File: src/rtl/keypad_scanner.sv
// 4x4 matrix keypad scanner: column scan, press/release debounce and a
// one-deep key register with valid/ready hand-off and a sticky overrun flag.
module keypad_scanner #(
    parameter int unsigned SCAN_TICKS   = 50000,
    parameter int unsigned DEBOUNCE_CNT = 250000
) (
    input  logic       clk,
    input  logic       reset,
    input  logic [3:0] row,
    output logic [3:0] col,
    output logic [3:0] key_code,
    output logic       key_valid,
    input  logic       key_ready,
    output logic       key_held,
    output logic       overrun,
    input  logic       overrun_clr
);

    localparam int unsigned MAX_CNT = (SCAN_TICKS > DEBOUNCE_CNT) ? SCAN_TICKS : DEBOUNCE_CNT;
    localparam int unsigned CNT_W   = $clog2(MAX_CNT + 1);

    localparam logic [CNT_W-1:0] SCAN_LAST = CNT_W'(SCAN_TICKS - 1);
    localparam logic [CNT_W-1:0] DEB_LAST  = CNT_W'(DEBOUNCE_CNT - 1);
    localparam logic [CNT_W-1:0] CNT_ONE   = CNT_W'(1);

    typedef enum logic [1:0] {
        SCAN     = 2'd0,
        DEBOUNCE = 2'd1,
        HELD     = 2'd2
    } state_t;

    state_t           state;
    logic [3:0]       row_meta;
    logic [3:0]       rs;
    logic [1:0]       c;
    logic [1:0]       r;
    logic [CNT_W-1:0] cnt;
    logic             offer_c;

    // Active-low one-cold column drive for column index ci.
    function automatic logic [3:0] col_drive(input logic [1:0] ci);
        return ~(4'b0001 << ci);
    endfunction

    // Lowest-index row that reads low; only meaningful when some row is low.
    function automatic logic [1:0] low_idx(input logic [3:0] v);
        if (!v[0]) begin
            return 2'd0;
        end else if (!v[1]) begin
            return 2'd1;
        end else if (!v[2]) begin
            return 2'd2;
        end
        return 2'd3;
    endfunction

    // Two-flop synchronizer for the asynchronous, pulled-up row lines.
    always_ff @(posedge clk) begin
        if (reset) begin
            row_meta <= 4'hF;
            rs       <= 4'hF;
        end else begin
            row_meta <= row;
            rs       <= row_meta;
        end
    end

    // A key is offered on the edge that completes the press debounce.
    always_comb begin
        offer_c = 1'b0;
        if ((state == DEBOUNCE) && !rs[r] && (cnt == DEB_LAST)) begin
            offer_c = 1'b1;
        end
    end

    // Scan / debounce / held state machine with registered column drive.
    always_ff @(posedge clk) begin
        if (reset) begin
            state    <= SCAN;
            c        <= 2'd0;
            r        <= 2'd0;
            cnt      <= '0;
            col      <= 4'b1110;
            key_held <= 1'b0;
        end else begin
            case (state)
                SCAN: begin
                    if (cnt == SCAN_LAST) begin
                        cnt <= '0;
                        if (rs == 4'hF) begin
                            c   <= c + 2'd1;
                            col <= col_drive(c + 2'd1);
                        end else begin
                            r     <= low_idx(rs);
                            state <= DEBOUNCE;
                        end
                    end else begin
                        cnt <= cnt + CNT_ONE;
                    end
                end
                DEBOUNCE: begin
                    if (rs[r]) begin
                        state <= SCAN;
                        c     <= 2'd0;
                        col   <= 4'b1110;
                        cnt   <= '0;
                    end else if (cnt == DEB_LAST) begin
                        state    <= HELD;
                        cnt      <= '0;
                        key_held <= 1'b1;
                    end else begin
                        cnt <= cnt + CNT_ONE;
                    end
                end
                HELD: begin
                    if (!rs[r]) begin
                        cnt <= '0;
                    end else if (cnt == DEB_LAST) begin
                        state    <= SCAN;
                        c        <= 2'd0;
                        col      <= 4'b1110;
                        cnt      <= '0;
                        key_held <= 1'b0;
                    end else begin
                        cnt <= cnt + CNT_ONE;
                    end
                end
                default: begin
                    state    <= SCAN;
                    c        <= 2'd0;
                    col      <= 4'b1110;
                    cnt      <= '0;
                    key_held <= 1'b0;
                end
            endcase
        end
    end

    // One-deep key register; a new key can replace one consumed on the same edge.
    always_ff @(posedge clk) begin
        if (reset) begin
            key_code  <= 4'h0;
            key_valid <= 1'b0;
            overrun   <= 1'b0;
        end else begin
            if (offer_c) begin
                if (!key_valid || key_ready) begin
                    key_code  <= {r, c};
                    key_valid <= 1'b1;
                end
            end else if (key_valid && key_ready) begin
                key_valid <= 1'b0;
            end

            if (offer_c && key_valid && !key_ready) begin
                overrun <= 1'b1;
            end else if (overrun_clr) begin
                overrun <= 1'b0;
            end
        end
    end

endmodule

File: config.mk
export PLATFORM = sky130hd
export DESIGN_NAME = keypad_scanner
export DESIGN_NICKNAME = d
export VERILOG_FILES = /design/src/rtl/keypad_scanner.sv
export SDC_FILE = /design/constraint.sdc
export NUM_CORES = 1
export LEC_CHECK = 0
export ABC_AREA = 1
export CORE_UTILIZATION = 56
export DETAILED_ROUTE_END_ITERATION = 7
export PLACE_DENSITY = 0.75
export REMOVE_ABC_BUFFERS = 1
export SLEW_MARGIN = 5
export SYNTH_ARGS = -nofsm -noshare
export SYNTH_HDL_FRONTEND = slang
export SYNTH_SLANG_ARGS = --single-unit
File: constraint.sdc
create_clock -name clk -period 2.5 [get_ports clk]
set_clock_uncertainty 0.2 [all_clocks]
set_input_delay 0.5 -clock clk [delete_from_list [all_inputs] [get_ports clk]]
set_output_delay 0.5 -clock clk [all_outputs]
set_load 0.05 [all_outputs]
# After elaboration in Yosys (flattened, before gate mapping)
# Index checks and enable logic that the tools add are counted.
[op_classes] magnitude_cmp=1 bitwise_logic=3 reduce_logical=18 add_sub_neg=2 shifts=1 mux=46 eq_ne=15
[ops] operator="$mux W18" n=4
[ops] operator="$pmux W18 S3" n=1
[ops] operator="$mux W2" n=13
[ops] operator="$mux W4" n=5
[ops] operator="$add A18 B1 Y18 const B" n=1
[ops] operator="$eq A18 B16 Y1 const B" n=1
[ops] operator="$eq A18 B18 Y1 const B" n=1
[ops] operator="$mux W1" n=18
[ops] operator="$reduce_and A5 Y1" n=3
[ops] operator="$ne A2 B2 Y1 const B" n=6
[ops] operator="$pmux W2 S3" n=2
[ops] operator="$pmux W4 S3" n=1
[ops] operator="$ne A2 B1 Y1 const B" n=3
[ops] operator="$logic_and A1 B1 Y1" n=5
[ops] operator="$eq A4 B4 Y1 const B" n=1
[ops] operator="$not A4 Y4" n=1
[ops] operator="$reduce_and A2 Y1" n=2
[ops] operator="$reduce_bool A2 Y1" n=2
[ops] operator="$shl A1 B2 Y4 const A" n=1
[ops] operator="$logic_not A1 Y1" n=3
[ops] operator="$lt A2 B3 Y1 const B" n=1
[ops] operator="$ne A3 B1 Y1 const B" n=1
[ops] operator="$pmux W1 S3" n=1
[ops] operator="$reduce_and A3 Y1" n=1
[ops] operator="7 further kinds" n=8
[totals] regBits=43 elab_cells=97 inputBits=8

# Logic depth before layout (Yosys ltp)
[logic_depth] word_depth=9 mapped_depth=12

# Worst setup path after synthesis
# No wires, ideal clock.
[synth_path] path_kind="reg-to-reg" from="register cnt[0]" to="register cnt[12]" required_time_ns=2.181 setup_time_ns=0.119 synth_period_minus_slack_ns=1.736 t_arrival_ns=1.417 path_stages_with_launch=12 slack_ns=0.764 path_cell_list="dfxtp_1 > ha_1 > nand3_2 > nor2_2 > nand2_2 > nand2_2 > inv_2 > nand2_4 > nand3_4 > nand2_4 > buf_8 > nor2_2"
[synth_via] elab_chain_cells=4 word_cells_on_any_way=8 cone_classes="1 x add/sub; 2 x eq/ne; 5 x mux"
[synth_rtl] element="from (decl)" line_no="37" text="logic [CNT_W-1:0] cnt;"
[synth_rtl] element="from (signal assigned)" line_no="98" text="cnt <= cnt + CNT_ONE;"
[synth_rtl] element="from (signal assigned)" line_no="112" text="cnt <= cnt + CNT_ONE;"
[synth_rtl] element="from (signal assigned)" line_no="125" text="cnt <= cnt + CNT_ONE;"
[synth_rtl] element="$add A18 B1 Y18 or $eq A18 B18 Y1 (tied branches)"
[synth_rtl] element="$mux W18" line_no="107, 118"
[synth_rtl] element="$mux W18 (on tied branches)" line_no="116, 102"
[synth_rtl] element="$pmux W18 S3 *" line_no="86" text="case (state)"
# Every way passes the cells marked *; elsewhere a longest branch is shown, timed or not.
# A chain may end at the register's enable or synchronous reset.

# Final worst setup path
[layout_path] from="register key_code[2]" to="output port key_code[2]"
[layout_rtl] element="from (decl)" line_no="11" text="output logic [3:0] key_code,"
[layout_rtl] element="from (signal assigned)" line_no="148" text="key_code <= {r, c};"
# No word-level cell between the ends.

==> results.ini <==
[run_status]
status = complete, no violations

[place]
dp_hpwl_mm = 2.840
dpl.cell_count = 346
portBuffers = 18
dp_slack_ps = 582.5
place_congestion = 0.8411

[route]
wl_per_cell_um = 10.61
dr.pass1.iters = 4
initialDrtViolationCount = 100
wirelength_mm = 3.747
vias_per_cell = 4.790
vias = 1691
ant_nets = 0
drc = 0

[critical_path]
end_kind = primary output
worstReg2RegStart = cnt[0]$_SDFF_PP0_
critPathBufInv = 1
timing.rr.end = col[3]$_SDFFE_PP1P_
cp_slowest_cell = clkdlybuf4s50_1
worstPathArrival_ps = 1440
rrSetupSlack_ps = 580
cp_data_required_time_ps = 1800
max_stage_delay_ps = 810
critPathMaxFanout = 2
criticalPathCategory = register to primary output
cp_cell_sequence = clkdlybuf4s50_1
start_kind = register
reg2reg_depth = 10
path_delay_family = buffers and inverters

[logic_synthesis]
seq_area_frac_synth_pct = 41.22
synth_top_flop_cell = dfxtp_1
yosysWarningCount = 0
netlist_top_cells_area = dfxtp_1 (41%), nand2_1 (11%), nor2_1 (8.3%)
synthCells = 284
yosys.cell_types.count = 27
synth_top_area_share_pct = 41.22
synth_edf_count = 0
ys_ff_latch = 43
synthArstFlopShare_pct = 0
syn_area_per_cell_um2 = 7.353
yosys.area.top_type = dfxtp_1
syn_area_um2 = 2088

[global_routing]
overflow = 0
grt_max_degree = 17
grt_pass1_vias = 1500
grt_pass1_wl_mm = 6.603
grt_antenna_before_repair = 0
grt_use_total_pct = 21.22

[clocking]
htree_levels = 2
cts_buffer_depth = 2
cts_tree = done
clk_latency_ps = 290
cts_num_sinks = 43
cts-resized-gates = 0
cts-buffers-inserted = 5
cts_setup_buffers = 0
hold_buffers = 0
clk_pin_slew_ps = 80
root_buffer = clkbuf_8

[power]
p_clk_share_pct = 40.3
switching_power_uw = 263.6
power.total_mw = 1.276
ir_worst_vdd_mv = 0.3635
p_leak_nw = 1.004
internal-power_mw = 1.013
p_comb_share_pct = 4.7
sequentialPowerShare_pct = 55.0
power.density_nw_per_um2 = 528.1
power_switching_share_pct = 20.65

[timing]
setup_viol_count_final = 0
finalMaxSlewViolations = 0
relSlewSlack_pct = 66.55
worst_slack_ps = 356.1
fin_crit_ps = 2144
final-hold-violation-count = 0
worst_pin_slew_ps = 500.2
rsz0062_at_grt = false
min_period_over_period_pct = 85.76
setup_tns_ps = 0
fmax_ghz = 0.4664
fin_hold_ws_ps = 217.5

[cells_and_area]
layout_commonest_cell = nand2_1
fillers = 291
area_delta_synth_final_pct = 15.76
multi_input_area_um2 = 1089
finalNetCount = 320
layout.area.seq_um2 = 860.8
drive_above_1_share_pct = 15.31
antenna_cells = 0
final_cell_mix = nand2_1 (60), nor2_1 (46), dfxtp_1 (43)
layoutNonFillerInstCount = 353

[die]
ios = 19
rows = 21
die_h_um = 63.07
dieArea_um2 = 3977
start_util_pct = 60.67
die-width_um = 63.07
core_um2 = 3442

[hold_path]
hold_path.class = register to register
worstHoldStart = row_meta[0]$_SDFF_PP1_
whs_endpoint = rs[0]$_SDFF_PP1_
whs_path_depth = 1

[run]
cap_violations = 0

logic make-up after synthesis:
logic type,after synthesis,synth area share [%]
XOR/XNOR,13,5.452
buffers and inverters,34,6.651
AND/OR/NAND/NOR,166,37.75
AO/OA/AOI/OAI,23,5.932
adder cells (fa/ha/maj),5,2.996
flip-flops,43,41.22
cell type report:
cell class | instances | area share (%)
clock inverters | 2 | 1.553
repair buffers | 19 | 7.764
multi-input cells | 207 | 45.03
well taps | 46 | 2.381
inverters | 31 | 4.814
clock buffers | 5 | 2.847
flip-flops and latches | 43 | 35.61
state kept, by name, indices dropped and copies added, names as in the netlist:
register,count
cnt,18
key_code,4
key_held,1
col,4
c,2
row_meta,4
state,2
r,2
rs,4
key_valid,1
overrun,1
worst reg2reg max path, stage by stage (launching register included):
cell,delay (ps)
dfxtp_1,380
ha_1,220
nand3_2,150
nor2_2,140
nand2_2,110
nand2_2,100
inv_2,60
nor2_2,150
nand2_1,140
nand2_1,90
nand3_1,70
how the worst max path moves through the flow:
stage | startpoint | to | slack, ps | depth (start not counted)
6_report | key_code[2]$_SDFFE_PP0P_ | key_code[2] | 360 | 1
3_3_place_gp | reset | cnt[1]$_SDFF_PP0_ | 610 | 4
2_1_floorplan | cnt[0]$_SDFF_PP0_ | cnt[15]$_SDFF_PP0_ | 790 | 10
4_1_cts | key_code[2]$_SDFFE_PP0P_ | key_code[2] | 340 | 1
5_1_grt | key_code[2]$_SDFFE_PP0P_ | key_code[2] | 300 | 1
3_5_place_dp | reset | cnt[1]$_SDFF_PP0_ | 580 | 4
power groups by stage:
stage / logic [mW] / registers [mW] / clock network (mW)
global route: 0.0678 / 0.703 / 0.559
detailed placement: 0.0600 / 0.718 / 0
floorplan: 0.0373 / 0.716 / 0
global placement: 0.0595 / 0.717 / 0
finish: 0.0597 / 0.702 / 0.515
CTS: 0.0601 / 0.702 / 0.532
per-stage QoR:
step	util (%)	cell area, um2
global placement	67.14	2311
CTS	70.23	2417
global route	70.23	2417
detailed placement	67.14	2311
floorplan	-	2066
finish	70.23	2417
per-layer routing:
| metal | share of wire (%) | track usage [%] | vias up |
|---|---|---|---|
| met3 | 3.1 | 4.891 | 4 |
| li1 | - | - | 930 |
| met2 | 42 | 31.59 | 26 |
| met1 | 53 | 29.27 | 731 |
| met4 | 1.3 | 8.721 | 0 |
| met5 | 0 | 0 | - |
synth_stat cells, drive strengths merged, types with 4 or more instances:
cell type	number
nand3	18
nand4	6
or2	9
nand2	67
a21oi	11
o21ai	10
nor2	62
inv	30
xor2	9
xnor2	4
ha	5
dfxtp	43
(Power assumes the default switching activity.)
